`config.mk`:
```
export PLATFORM = sky130hd
export DESIGN_NAME = i2c_reg_target
export DESIGN_NICKNAME = d
export VERILOG_FILES = /design/src/rtl/i2c_pkg.sv /design/src/rtl/i2c_line_sync.sv /design/src/rtl/i2c_reg_target.sv
export SDC_FILE = /design/constraint.sdc
export NUM_CORES = 1
export LEC_CHECK = 0
export BUFFER_PORTS_ARGS = -buffer_cell sky130_fd_sc_hd__buf_2
export CAP_MARGIN = 5
export CORE_MARGIN = 1
export CORE_UTILIZATION = 45
export CTS_CLUSTER_SIZE = 30
export DETAILED_ROUTE_END_ITERATION = 8
export GPL_TIMING_DRIVEN = 0
export SYNTH_ARGS = -nofsm -noshare
export SYNTH_HDL_FRONTEND = slang
export SYNTH_SLANG_ARGS = --single-unit
```
`constraint.sdc`:
```
create_clock -name clk -period 2 [get_ports clk]
set_input_delay 0.4 -clock clk [delete_from_list [all_inputs] [get_ports clk]]
set_output_delay 0.4 -clock clk [all_outputs]
set_load 0.05 [all_outputs]
```
`src/rtl/i2c_pkg.sv`:
```
// Shared types and bus constants for the I2C register target.
package i2c_pkg;

  typedef enum logic [3:0] {
    ST_IDLE, ST_ADDR, ST_ADDR_ACK, ST_PTR, ST_PTR_ACK,
    ST_WDATA, ST_WDATA_ACK, ST_RDATA, ST_RDATA_ACK, ST_WAIT_STOP
  } i2c_state_e;

  localparam logic I2C_ACK      = 1'b0;
  localparam logic I2C_NACK     = 1'b1;
  localparam logic I2C_RW_WRITE = 1'b0;
  localparam logic I2C_RW_READ  = 1'b1;

endpackage

```
`src/rtl/i2c_line_sync.sv`:
```
// SCL/SDA synchronizers plus registered edge, START and STOP pulses.
module i2c_line_sync #(
  parameter int SYNC_STAGES = 2
) (
  input  logic clk,
  input  logic reset,
  input  logic scl_in,
  input  logic sda_in,
  output logic scl,
  output logic sda,
  output logic scl_rise,
  output logic scl_fall,
  output logic start,
  output logic stop
);

  logic [SYNC_STAGES-1:0] scl_pipe, sda_pipe;
  logic                   scl_d, sda_d;

  assign scl = scl_pipe[SYNC_STAGES-1];
  assign sda = sda_pipe[SYNC_STAGES-1];

  // Idle bus is high, so flops come out of reset high to avoid phantom events.
  always_ff @(posedge clk or negedge reset) begin
    if (!reset) begin
      scl_pipe <= '1;
      sda_pipe <= '1;
      scl_d    <= 1'b1;
      sda_d    <= 1'b1;
      scl_rise <= 1'b0;
      scl_fall <= 1'b0;
      start    <= 1'b0;
      stop     <= 1'b0;
    end else begin
      scl_pipe <= {scl_pipe[SYNC_STAGES-2:0], scl_in};
      sda_pipe <= {sda_pipe[SYNC_STAGES-2:0], sda_in};
      scl_d    <= scl;
      sda_d    <= sda;
      scl_rise <= scl & ~scl_d;
      scl_fall <= ~scl & scl_d;
      start    <= scl & scl_d & sda_d & ~sda;
      stop     <= scl & scl_d & ~sda_d & sda;
    end
  end

endmodule

```
`src/rtl/i2c_reg_target.sv`:
```
// I2C target bridging pointer-addressed bus reads/writes onto a byte register port.
module i2c_reg_target
  import i2c_pkg::*;
#(
  parameter logic [6:0] DEV_ADDR    = 7'h2D,
  parameter int         SYNC_STAGES = 2
) (
  input  logic       clk,
  input  logic       reset,
  input  logic       scl_in,
  input  logic       sda_in,
  output logic       sda_oe,
  output logic [7:0] reg_addr,
  output logic [7:0] reg_wdata,
  output logic       reg_we,
  output logic       reg_re,
  input  logic [7:0] reg_rdata,
  output logic       busy
);

  logic scl_lvl, sda_lvl, scl_rise, scl_fall, start, stop;

  i2c_line_sync #(.SYNC_STAGES(SYNC_STAGES)) u_sync (
    .clk(clk), .reset(reset), .scl_in(scl_in), .sda_in(sda_in),
    .scl(scl_lvl), .sda(sda_lvl), .scl_rise(scl_rise), .scl_fall(scl_fall),
    .start(start), .stop(stop)
  );

  i2c_state_e state, state_nx;
  logic [2:0] bit_cnt, cnt_nx;
  logic [7:0] shreg, sh_nx, ptr, ptr_nx, wdata_nx, byte_in;
  logic       rw, rw_nx, ack_ph, ackph_nx, mack, mack_nx;
  logic       oe_nx, we_nx, re_nx, busy_nx;
  // [0] is the read strobe, [1] marks the cycle reg_rdata is valid
  logic [1:0] rd_pipe;

  assign reg_addr = ptr;
  assign reg_re   = rd_pipe[0];

  always_ff @(posedge clk or negedge reset) begin
    if (!reset) begin
      state     <= ST_IDLE;
      bit_cnt   <= '0;
      shreg     <= '0;
      ptr       <= '0;
      rw        <= 1'b0;
      ack_ph    <= 1'b0;
      mack      <= 1'b0;
      sda_oe    <= 1'b0;
      reg_we    <= 1'b0;
      reg_wdata <= '0;
      busy      <= 1'b0;
      rd_pipe   <= '0;
    end else begin
      state     <= state_nx;
      bit_cnt   <= cnt_nx;
      shreg     <= sh_nx;
      ptr       <= ptr_nx;
      rw        <= rw_nx;
      ack_ph    <= ackph_nx;
      mack      <= mack_nx;
      sda_oe    <= oe_nx;
      reg_we    <= we_nx;
      reg_wdata <= wdata_nx;
      busy      <= busy_nx;
      rd_pipe   <= {rd_pipe[0], re_nx};
    end
  end

  always_comb begin
    state_nx = state;
    cnt_nx   = bit_cnt;
    sh_nx    = shreg;
    ptr_nx   = ptr;
    rw_nx    = rw;
    ackph_nx = ack_ph;
    mack_nx  = mack;
    oe_nx    = sda_oe;
    we_nx    = 1'b0;
    re_nx    = 1'b0;
    wdata_nx = reg_wdata;
    busy_nx  = busy;
    byte_in  = {shreg[6:0], sda_lvl};

    // First read bit goes out as soon as the bank answers, while SCL is still low.
    if (rd_pipe[1] && state == ST_RDATA && !scl_lvl) begin
      sh_nx = reg_rdata;
      oe_nx = ~reg_rdata[7];
    end

    if (stop) begin
      state_nx = ST_IDLE;
      oe_nx    = 1'b0;
      busy_nx  = 1'b0;
      ackph_nx = 1'b0;
    end else if (start) begin
      state_nx = ST_ADDR;
      cnt_nx   = '0;
      oe_nx    = 1'b0;
      ackph_nx = 1'b0;
    end else begin
      case (state)
        ST_ADDR, ST_PTR, ST_WDATA: begin
          if (scl_rise) begin
            sh_nx  = byte_in;
            cnt_nx = bit_cnt + 3'd1;
            if (bit_cnt == 3'd7) begin
              if (state == ST_ADDR) begin
                if (byte_in[7:1] == DEV_ADDR) begin
                  state_nx = ST_ADDR_ACK;
                  rw_nx    = byte_in[0];
                  busy_nx  = 1'b1;
                end else begin
                  state_nx = ST_WAIT_STOP;
                end
              end else if (state == ST_PTR) begin
                ptr_nx   = byte_in;
                state_nx = ST_PTR_ACK;
              end else begin
                we_nx    = 1'b1;
                wdata_nx = byte_in;
                state_nx = ST_WDATA_ACK;
              end
            end
          end
        end
        // First fall drives the ACK, the fall after the 9th clock releases it.
        ST_ADDR_ACK, ST_PTR_ACK, ST_WDATA_ACK: begin
          if (scl_fall) begin
            if (!ack_ph) begin
              oe_nx    = 1'b1;
              ackph_nx = 1'b1;
            end else begin
              oe_nx    = 1'b0;
              ackph_nx = 1'b0;
              cnt_nx   = '0;
              if (state == ST_PTR_ACK) begin
                state_nx = ST_WDATA;
              end else if (state == ST_WDATA_ACK) begin
                ptr_nx   = ptr + 8'd1;
                state_nx = ST_WDATA;
              end else if (rw == I2C_RW_READ) begin
                re_nx    = 1'b1;
                state_nx = ST_RDATA;
              end else begin
                state_nx = ST_PTR;
              end
            end
          end
        end
        ST_RDATA: begin
          if (scl_fall) begin
            if (bit_cnt == 3'd7) begin
              oe_nx    = 1'b0;
              cnt_nx   = '0;
              mack_nx  = 1'b0;
              state_nx = ST_RDATA_ACK;
            end else begin
              oe_nx  = ~shreg[6];
              sh_nx  = {shreg[6:0], 1'b0};
              cnt_nx = bit_cnt + 3'd1;
            end
          end
        end
        // Next byte is fetched on the following fall so SDA only moves while SCL is low.
        ST_RDATA_ACK: begin
          if (scl_rise) begin
            mack_nx = (sda_lvl == I2C_ACK);
            if (sda_lvl == I2C_NACK) state_nx = ST_WAIT_STOP;
          end else if (scl_fall && mack) begin
            mack_nx  = 1'b0;
            ptr_nx   = ptr + 8'd1;
            re_nx    = 1'b1;
            state_nx = ST_RDATA;
          end
        end
        default: ;
      endcase
    end
  end

endmodule
```
==> out/metrics.yaml <==
status: "finished clean"
finalInstanceArea_um2: 2890
crit_chain: "or4b_4, o32ai_2, nand3_1, a211o_1"
grt_overflow: 0
drive_above_1_share_pct: 33.6
synth_nets: 248
clkTransAtPathRegs_ps: 100
grt_use_met1_pct: 29.8
yosysTopAreaCellShare_pct: 42.5
slowest_delay_ps: 550
nets: 288
nFillCells: 460
ys_dominant_reg_cell: "dfrtp_1"
grt_max_degree: 49
slew_viol_final: 0
arrival_ps: 2080
io_pins: 32
worstHoldPathType: "input port to register"
syn2layout_area_growth_pct: 17.0
fp-row-count: 26
portBuffers: 31
yosys-top-cells-area: "dfrtp_1 43%, dfstp_2 6.4%, mux2_2 5.0%, mux2i_1 4.9%, o21ai_0 3.4%"
post_dp_cell_area_um2: 2720
grt.met3_usage_pct: 3.59
crit_path_start_kind: "register"
grt.total_usage_pct: 20.1
seq_area_um2: 1210
grt_busiest_layer: "met2"
antenna_cells: 0
initial_core_util_pct: 47.5
setup_viol: 0
ir_worst_vdd_uv: 523
cts.sinks: 48
hold_ws_ps: 191
multi_input_area_um2: 1190
synthesis.area_um2: 2470
cts_tree: "done"
finalSetupTns_ps: 0
hold_viol: 0
yosys_warnings: 0
wire_per_inst_um: 15.8
tightest_slew_ps: 1040
cts_root_buffer: "clkbuf_8"
synthMostInstantiatedCell: "dfrtp_1"
vias: 1912
cp_top_family: "simple AND/OR/NAND/NOR gates"
grt_pass1_wl_um: 9230
drt_iter0_drc: 116
dr.pass1.iters: 4
path_buf_inv: 0
die_area_um2: 5790
synth_top_area_cell: "dfrtp_1"
syn-mean-instance-area_um2: 10.6
place_congestion: 0.832
synth_edf_count: 0
rsz0062_at_grt: "false"
syn_inst: 233
cts_buffers: 5
die_h_um: 76.1
worst-setup-path-type: "register to register"
post-dp-hpwl_um: 3720
finalCritPeriodShare_pct: 94.1
avgViaCountPerCell: 5.56
setup.worst_path.end_class: "register"
cts_buffer_depth: 2
drc: 0
ant_nets: 0
insertion_delay_ps: 310
ys_ff_latch: 48
use_met2_pct: 29.9
worstPathMaxFanout: 7
cp_data_required_time_ps: 2200
critPathSlowestCell: "or4b_4"
ys_seq_area_share_pct: 48.9
p_per_area_nw_per_um2: 1430
synth_common_cells: "42 x dfrtp_1, 20 x nand2_1, 17 x o21ai_0, 14 x nor2_1, 12 x mux2i_1"
yosysUniqueCellTypes: 53
grt_pass1_vias: 1839
fmax_mhz: 532
skew_ps: 10.7
min_period_ps: 1880
cap_violations: 0
antenna_found_initial: 0
h-tree-depth: 2
ys_async_sr_fraction_pct: 100
die_width_um: 76.1
power.leakage_nw: 1.29
routed_wl_um: 5450
fp.coreArea_um2: 5200
slew_headroom_pct: 30.6
worst reg2reg max path, cell delays in order (launching register included):
cell	delay [ps]
dfrtp_1	460
or4b_4	550
o32ai_2	240
nand3_1	190
a211o_1	330
power breakdown:
group	switching [mW]	total [mW]	internal [mW]
combinational	1.21	1.92	0.717
sequential	0.273	1.48	1.21
clock	0.345	0.722	0.377
path summary, 6_finish.rpt:
check                                    from  cells after the start  slack, ps                 end
setup / recovery                     state[1]                      4        120         reg_addr[0]
hold / removal                         scl_in                      1        190  u_sync.scl_pipe[0]
setup reg to reg                     state[1]                      4        120         reg_addr[0]
hold reg to reg            u_sync.sda_pipe[0]                      0        360  u_sync.sda_pipe[1]
max in group asynchronous               reset                      1       1080        reg_wdata[6]
min in group asynchronous               reset                      1        260                mack
layout make-up:
| type | count | area share, % |
|---|---|---|
| Buffer | 12 | 2.85 |
| Clock buffer | 5 | 2.38 |
| Sequential cell | 48 | 41.8 |
| Multi-Input combinational cell | 164 | 41.2 |
| Inverter | 8 | 1.04 |
| Timing Repair Buffer | 34 | 6.14 |
| Clock inverter | 3 | 1.60 |
| Tap cell | 70 | 3.03 |
flip-flops by register name, summed over array words and instances (netlist names), 2 cells and up:
name             cells
shreg                7
state                4
rd_pipe              2
u_sync.scl_pipe      2
reg_addr             8
u_sync.sda_pipe      2
bit_cnt              3
reg_wdata            8
what timing repair did:
action                     in CTS  in global routing
hold buffers                    0                  0
setup buffers                   3                  0
setup endpoints to repair       9                 29
gates resized for setup         1                 13
pin swaps                       2                  0
cells in the final DEF, fill, tap and decap left out, drive strengths merged, types with 3 or more instances in the layout:
master  count
nand2      20
dfstp       6
nor2       15
nor3        6
o21ai      17
a22o        3
nand4b      3
ha          3
inv         9
mux2i      12
a21oi      16
o32ai       3
dfrtp      42
nand4       5
nand3      10
nand2b      4
buf        43
clkbuf      8
mux2       11
nor3b       3
cell families (layout without fill, tap and decap cells):
| logic type | Yosys count | in the layout | synth area share, % |
|---|---|---|---|
| AO/OA/AOI/OAI | 56 | 56 | 16.7 |
| XOR/XNOR | 2 | 2 | 0.709 |
| adder cells (fa/ha/maj) | 4 | 4 | 1.92 |
| buffers and inverters | 21 | 62 | 4.50 |
| flip-flops | 48 | 48 | 48.9 |
| multiplexers | 23 | 23 | 9.87 |
| AND/OR/NAND/NOR | 79 | 79 | 17.4 |
through the flow:
stage          total power [mW]  utilization, %  cells  worst slack [ps]
3_5_place_dp               3.35            52.2    334              -183
3_3_place_gp               3.34            52.2    334              -202
2_1_floorplan              2.93               -    233               223
6_report                   4.12            55.6    344               119
4_1_cts                    4.10            54.9    345              5.02
5_1_grt                    4.41            55.6    344             0.602
per-layer routing:
layer	share of wire [%]	vias to the layer above	wire length (um)
met2	46	56	2490
li1	-	923	-
met5	0	-	0
met3	4.0	9	219
met4	1.8	0	99
met1	48	924	2640
(Power assumes the default switching activity.)
